`config.mk`:
```
export PLATFORM = sky130hd
export DESIGN_NAME = spi_adc_reader
export DESIGN_NICKNAME = d
export VERILOG_FILES = /design/src/rtl/spi_adc_reader.sv
export SDC_FILE = /design/constraint.sdc
export NUM_CORES = 1
export LEC_CHECK = 0
export CAP_MARGIN = 5
export CORE_MARGIN = 3
export CORE_UTILIZATION = 50
export CTS_BUF_LIST = sky130_fd_sc_hd__clkbuf_8 sky130_fd_sc_hd__clkbuf_16
export CTS_CLUSTER_SIZE = 20
export DETAILED_ROUTE_END_ITERATION = 8
export DONT_BUFFER_PORTS = 1
export PLACE_DENSITY = 0.73
export SKIP_LAST_GASP = 1
export SYNTH_ARGS = -nofsm -noshare
export SYNTH_HDL_FRONTEND = slang
export SYNTH_SLANG_ARGS = --single-unit
```
`constraint.sdc`:
```
create_clock -name inclock -period 2 [get_ports inclock]
set_input_delay 0.4 -clock inclock [delete_from_list [all_inputs] [get_ports inclock]]
set_output_delay 0.4 -clock inclock [all_outputs]
set_load 0.1 [all_outputs]
```
`src/rtl/spi_adc_reader.sv`:
```
// SPI master (CPOL=1, CPHA=1) that reads one SAMPLE_WIDTH-bit word per sample period from the
// microphone ADC and presents it on a valid/ready stream with a sticky overrun flag.
module spi_adc_reader #(
  parameter int unsigned SAMPLE_WIDTH  = 16,
  parameter int unsigned HALF_PERIOD   = 2,
  parameter int unsigned SAMPLE_PERIOD = 80
) (
  input  logic                    inclock,
  input  logic                    reset,
  input  logic                    enable,
  output logic                    spi_clock,
  output logic                    spi_chipselect,
  input  logic                    spi_data,
  output logic [SAMPLE_WIDTH-1:0] sample_data,
  output logic                    sample_valid,
  input  logic                    sample_ready,
  output logic                    busy,
  output logic                    overrun
);

  localparam int unsigned RW = (SAMPLE_PERIOD > 1) ? $clog2(SAMPLE_PERIOD) : 1;
  localparam int unsigned PW = (HALF_PERIOD > 1) ? $clog2(HALF_PERIOD) : 1;
  localparam int unsigned BW = (SAMPLE_WIDTH > 1) ? $clog2(SAMPLE_WIDTH) : 1;

  localparam logic [RW-1:0] RATE_LAST  = RW'(SAMPLE_PERIOD - 1);
  localparam logic [PW-1:0] PHASE_LAST = PW'(HALF_PERIOD - 1);
  localparam logic [BW-1:0] BIT_LAST   = BW'(SAMPLE_WIDTH - 1);

  typedef enum logic [2:0] {
    S_IDLE,
    S_SETUP,
    S_LOW,
    S_HIGH,
    S_HOLD
  } state_t;

  state_t                  state;
  state_t                  state_next;
  logic [RW-1:0]           rate_cnt;
  logic                    tick;
  logic [PW-1:0]           phase;
  logic                    phase_done;
  logic [BW-1:0]           bit_cnt;
  logic [SAMPLE_WIDTH-1:0] shift_reg;
  logic                    capture;
  logic                    shift_en;
  logic                    bit_clr;
  logic                    bit_inc;

  assign tick       = (rate_cnt == RATE_LAST);
  assign phase_done = (phase == PHASE_LAST);
  assign busy       = (state != S_IDLE);

  always_ff @(posedge inclock or posedge reset) begin
    if (reset) begin
      rate_cnt <= '0;
    end else if (tick) begin
      rate_cnt <= '0;
    end else begin
      rate_cnt <= rate_cnt + 1'b1;
    end
  end

  always_comb begin
    state_next = state;
    capture    = 1'b0;
    shift_en   = 1'b0;
    bit_clr    = 1'b0;
    bit_inc    = 1'b0;
    case (state)
      S_IDLE:  if (tick && enable) state_next = S_SETUP;
      S_SETUP: if (phase_done) begin
        state_next = S_LOW;
        bit_clr    = 1'b1;
      end
      S_LOW:   if (phase_done) begin
        state_next = S_HIGH;
        shift_en   = 1'b1;
      end
      S_HIGH:  if (phase_done) begin
        if (bit_cnt == BIT_LAST) begin
          state_next = S_HOLD;
          capture    = 1'b1;
        end else begin
          state_next = S_LOW;
          bit_inc    = 1'b1;
        end
      end
      S_HOLD:  if (phase_done) state_next = S_IDLE;
      default: state_next = S_IDLE;
    endcase
  end

  // SCLK/CS are decoded from the next state so the pins change on the same edge as the state.
  always_ff @(posedge inclock or posedge reset) begin
    if (reset) begin
      state          <= S_IDLE;
      phase          <= '0;
      bit_cnt        <= '0;
      shift_reg      <= '0;
      spi_clock      <= 1'b1;
      spi_chipselect <= 1'b1;
    end else begin
      state <= state_next;
      if (state_next != state || state == S_IDLE) begin
        phase <= '0;
      end else begin
        phase <= phase + 1'b1;
      end
      if (bit_clr) begin
        bit_cnt <= '0;
      end else if (bit_inc) begin
        bit_cnt <= bit_cnt + 1'b1;
      end
      if (shift_en) begin
        shift_reg <= {shift_reg[SAMPLE_WIDTH-2:0], spi_data};
      end
      spi_clock      <= (state_next != S_LOW);
      spi_chipselect <= !(state_next inside {S_SETUP, S_LOW, S_HIGH});
    end
  end

  always_ff @(posedge inclock or posedge reset) begin
    if (reset) begin
      sample_data  <= '0;
      sample_valid <= 1'b0;
      overrun      <= 1'b0;
    end else if (capture) begin
      sample_data  <= shift_reg;
      sample_valid <= 1'b1;
      if (sample_valid && !sample_ready) begin
        overrun <= 1'b1;
      end
    end else if (sample_valid && sample_ready) begin
      sample_valid <= 1'b0;
    end
  end

endmodule

```
---- Word level (Yosys, flattened, before mapping) ----
Cells that the tools add are included.
word-level totals
  register bits ........................... 51
  input port bits ......................... 5
  output and inout bits ................... 21
  word-level logic and storage cells ...... 58
operators by class
  $add $sub $neg .......................... 3
  eq/ne operators ......................... 11
  muxes and demuxes ....................... 22
  reduce and logical (&&, ||, !) cells .... 12
operators by type and width
  cell                                                                    number
  3-bit two-way mux                                                       6
  3-bit case mux with 5 select lines                                      1
  3-bit by 2-bit equality test with 1-bit output (second input constant)  4
  1-bit two-way mux                                                       12
  4-bit two-way mux                                                       2
  7-bit by 1-bit adder with 7-bit output (second input constant)          1
  7-bit equality test (second input constant)                             1
  7-bit two-way mux                                                       1
  3-bit by 1-bit equality test with 1-bit output (second input constant)  2
  3-bit nonzero test                                                      2
  4-bit by 1-bit adder with 4-bit output (second input constant)          1
  4-bit equality test (second input constant)                             1
  2-bit nonzero test                                                      2
  3-bit equality test (second input constant)                             1
  1-bit logical AND                                                       3
  3-bit logical NOT                                                       1
  3-bit by 2-bit != test with 1-bit output (second input constant)        1
  3-bit != test                                                           1
  1-bit logical NOT                                                       2
  2-bit AND reduction                                                     1
  1-bit adder (second input constant)                                     1
  1-bit logical OR                                                        1

---- Depth between registers and ports, before layout ----
  depth after elaboration ................. 7
  gate-level depth with buffers ........... 5
  depth with buffers taken out ............ 4

---- Worst setup path after synthesis ----
No wires, ideal clock.
  path kind ............................... register -> output
  from .................................... register state[1]
  to ...................................... output busy
  arrival time ............................ 1299 ps
  required time ........................... 1600 ps
  setup slack ............................. 301 ps
  stages on the path, launching flop included .. 3
  path buffers ............................ 1
  cells stage by stage .................... dfrtp_1 > buf_4 > or3_2
on the way
  word-level cells in the longest chain between the ends .. 1
ends and longest elaborated chain
  element                   RTL line  RTL
  start: declaration        37        state_t state;
  start signal: assignment  104       state <= state_next;
  3-bit nonzero test        52        assign busy = (state != S_IDLE);
  end: declaration          17        output logic busy,
Every way passes these cells.

---- Final worst setup path ----
  from .................................... register state[0]
  to ...................................... output busy
The elaborated chain is that of the path after synthesis.

==> impl_metrics.ini <==
[run_status]
status = complete, no violations

[route]
viasPerCell = 5.839
drt-pass1-iter-count = 4
remaining_drc_errors = 0
num_vias = 1197
routed_wire_length_per_instance_um = 16.97
drt_iter0_markers = 77
finalWirelength_mm = 3.478
detail_route_antenna_nets = 0

[power_and_ir_drop]
powerDensity_nw_per_um2 = 751.3
design_power_total_mw = 1.780
power.ir.vdd_worst_mv = 0.4435
leakage_power_total_nw = 1.198

[synthesis]
yosys.area_share.adder_pct = 1.121
complex_gate_fraction_of_the_synthesized_area_pct = 7.343
combinational_family_with_the_most_area_after_synthesis = multiplexers
share_of_the_synthesized_netlist_area_taken_by_xor_and_xnor_gates_pct = 0.7848
postSynthAreaPerCell_um2 = 14.88
netlist_area_um2 = 2232
yosysWarnings = 0
postSynth.asyncResetShare_pct = 100.0
post_synth_mux_area_share_pct = 19.00
synth-edff-count = 0
synth_cell_type_count = 40
syn-instance-count = 150
postSynthRegisterBits = 51
synth-main-ff-cell = sky130_fd_sc_hd__dfrtp_1
synthesis.nets = 157
yosys.area_share.simple_pct = 10.71
synth.yosys.seq_area_share_pct = 57.29

[floorplanning]
rows = 23
chipWidth_um = 72.82
fp.dieArea_um2 = 5302
initial_utilization_pct = 53.86
core_area_um2 = 4144
ios = 26
die_height_um = 72.82

[grt]
grt_use_met3_pct = 5.234
grt_use_total_pct = 14.97
global_route.peak_usage_layer = met2
via_count_of_the_first_global_routing_pass = 1300
grt_util_met2_pct = 23.45
grt_overflow_total = 0
global_route_wire_length_before_repair_mm = 6.072
met1_usage_grt_pct = 18.95
maximum_number_of_pins_on_one_net_before_global_route_repair = 52
antenna_violations_before_repair = 0

[clocking]
insertion_delay_of_the_later_clocked_pin_in_the_worst_skew_pair_ns = 0.30
cts.sink_count = 51
clk_pin_slew_ns = 0.09
tritoncts = built
clock_path_buffers = 2
cts_buf_count = 5
holdBufCountCts = 0
postCtsSetupRepairBufs = 0
clk_root_buffer_cell = sky130_fd_sc_hd__clkbuf_8
ctsResizeCount = 1
cts_max_level = 2

[job]
cap_violations = 0

[worst_setup_path]
critPathBufInv = 0
max_stage_delay_ns = 0.59
critical_path_data_required_time_ns = 1.60
critical_path_start_end_classification = reg -> out
timing.critical_path.fanout_max = 11
cp.arrival_ns = 1.43
crit_slowest_cell = sky130_fd_sc_hd__or3_4
worst_setup_path_end_kind = primary output
critical_path.cell_chain = or3_4
start_kind = register
timing.critical_path.max_delay_family = simple AND/OR/NAND/NOR gates

[timing]
final.period_utilization_pct = 91.59
final-max-slew-violation-count = 0
setup_viol = 0
min_period_ns = 1.832
final-hold-violation-count = 0
rsz0062_at_grt = no
timing.fmax_ghz = 0.5459
layout_setup_ws_ns = 0.1681
slew_headroom_pct = 38.16
clock_skew_ns = 0.007646
tightest_pin_transition_ns = 0.9276
setup_total_negative_slack_ns = 0

[place]
place.gp.congestion = 0.7435
place.port_buffers = 0
post-place-ws_ns = 0.2914
dp_hpwl_mm = 2.368

[finish]
fin_util_pct = 57.16
layout_overhead_on_the_synthesized_area_pct = 6.110
leading_cell_type_in_the_layout_fill_and_taps_excluded = sky130_fd_sc_hd__dfrtp_1
final_cell_mix = sky130_fd_sc_hd__dfrtp_1, sky130_fd_sc_hd__mux2_4, sky130_fd_sc_hd__mux2_2
antenna-diode-count = 0
nets = 161
drive_gt1_share_pct = 36.13

[min_path]
hold_class = in -> async
==> per-stage QoR <==
step / area (µm²) / hold slack (ns) / instances
after CTS: 2369 / 0.1508 / 205
after global placement: 2248 / 0.4382 / 197
after floorplan: 2232 / 0.4199 / 150
after detailed placement: 2248 / 0.4488 / 197
after global routing: 2369 / 0.1747 / 205
final: 2369 / 0.1406 / 205
==> final timing paths <==
| kind | start | to | slack, ns | depth (start not counted) |
|---|---|---|---|---|
| max | state[0] | busy | 0.17 | 1 |
| min | reset | rate_cnt[4] | 0.14 | 2 |
| max reg2reg | bit_cnt[0] | sample_data[13] | 0.27 | 4 |
| min reg2reg | rate_cnt[0] | rate_cnt[0] | 0.46 | 1 |
| max in group asynchronous | reset | shift_reg[15] | 1.45 | 2 |
| min in group inclock | spi_data | shift_reg[0] | 0.25 | 1 |
==> routing by layer <==
layer	up-vias	wire, µm
li1	549	-
met1	616	1550
met2	28	1694
met3	4	195
met4	0	37
met5	-	0
==> area by class of cell <==
type,count,area (µm²)
clock buffer,5,68.82
timing repair buffer,3,22.52
sequential,51,1279
tap,50,62.56
inverter,4,15.01
multi-input combinational,89,873.3
fill,334,1775
clock inverter,3,47.55
==> power breakdown <==
group | total, mW | switching (mW) | internal (mW) | leakage, nW
logic | 0.0212 | 0.0194 | 0.00176 | 0.448
clock network | 0.728 | 0.349 | 0.379 | 0.0587
registers | 1.03 | 0 | 1.03 | 0.691
total | 1.78 | 0.368 | 1.41 | 1.20
==> cells in the mapped netlist, types with 2 or more instances <==
cell type | instances | area share (%)
sky130_fd_sc_hd__dfrtp_1 | 49 | 55
sky130_fd_sc_hd__mux2_4 | 17 | 11
sky130_fd_sc_hd__mux2_2 | 15 | 7.6
sky130_fd_sc_hd__a21oi_1 | 7 | 1.6
sky130_fd_sc_hd__o21ai_0 | 5 | 1.1
sky130_fd_sc_hd__inv_1 | 4 | 0.67
sky130_fd_sc_hd__nand3_1 | 4 | 0.90
sky130_fd_sc_hd__nor3_1 | 4 | 0.90
sky130_fd_sc_hd__a21o_1 | 3 | 1.0
sky130_fd_sc_hd__buf_6 | 3 | 1.5
sky130_fd_sc_hd__nor2b_1 | 3 | 0.84
sky130_fd_sc_hd__and4b_1 | 2 | 0.90
sky130_fd_sc_hd__and4bb_2 | 2 | 1.1
sky130_fd_sc_hd__buf_4 | 2 | 0.67
sky130_fd_sc_hd__dfstp_2 | 2 | 2.4
sky130_fd_sc_hd__ha_1 | 2 | 1.1
sky130_fd_sc_hd__nor2_1 | 2 | 0.34
sky130_fd_sc_hd__or3_1 | 2 | 0.56
==> kinds of logic (layout without fill, tap and decap cells) <==
| logic type | after synthesis | after routing |
|---|---|---|
| flops | 51 | 51 |
| mux | 32 | 32 |
| simple gates | 29 | 29 |
| compound gates | 24 | 24 |
| buf+inv | 10 | 15 |
| fa+ha+maj | 2 | 2 |
| xor+xnor | 2 | 2 |
(Power assumes the default switching activity.)
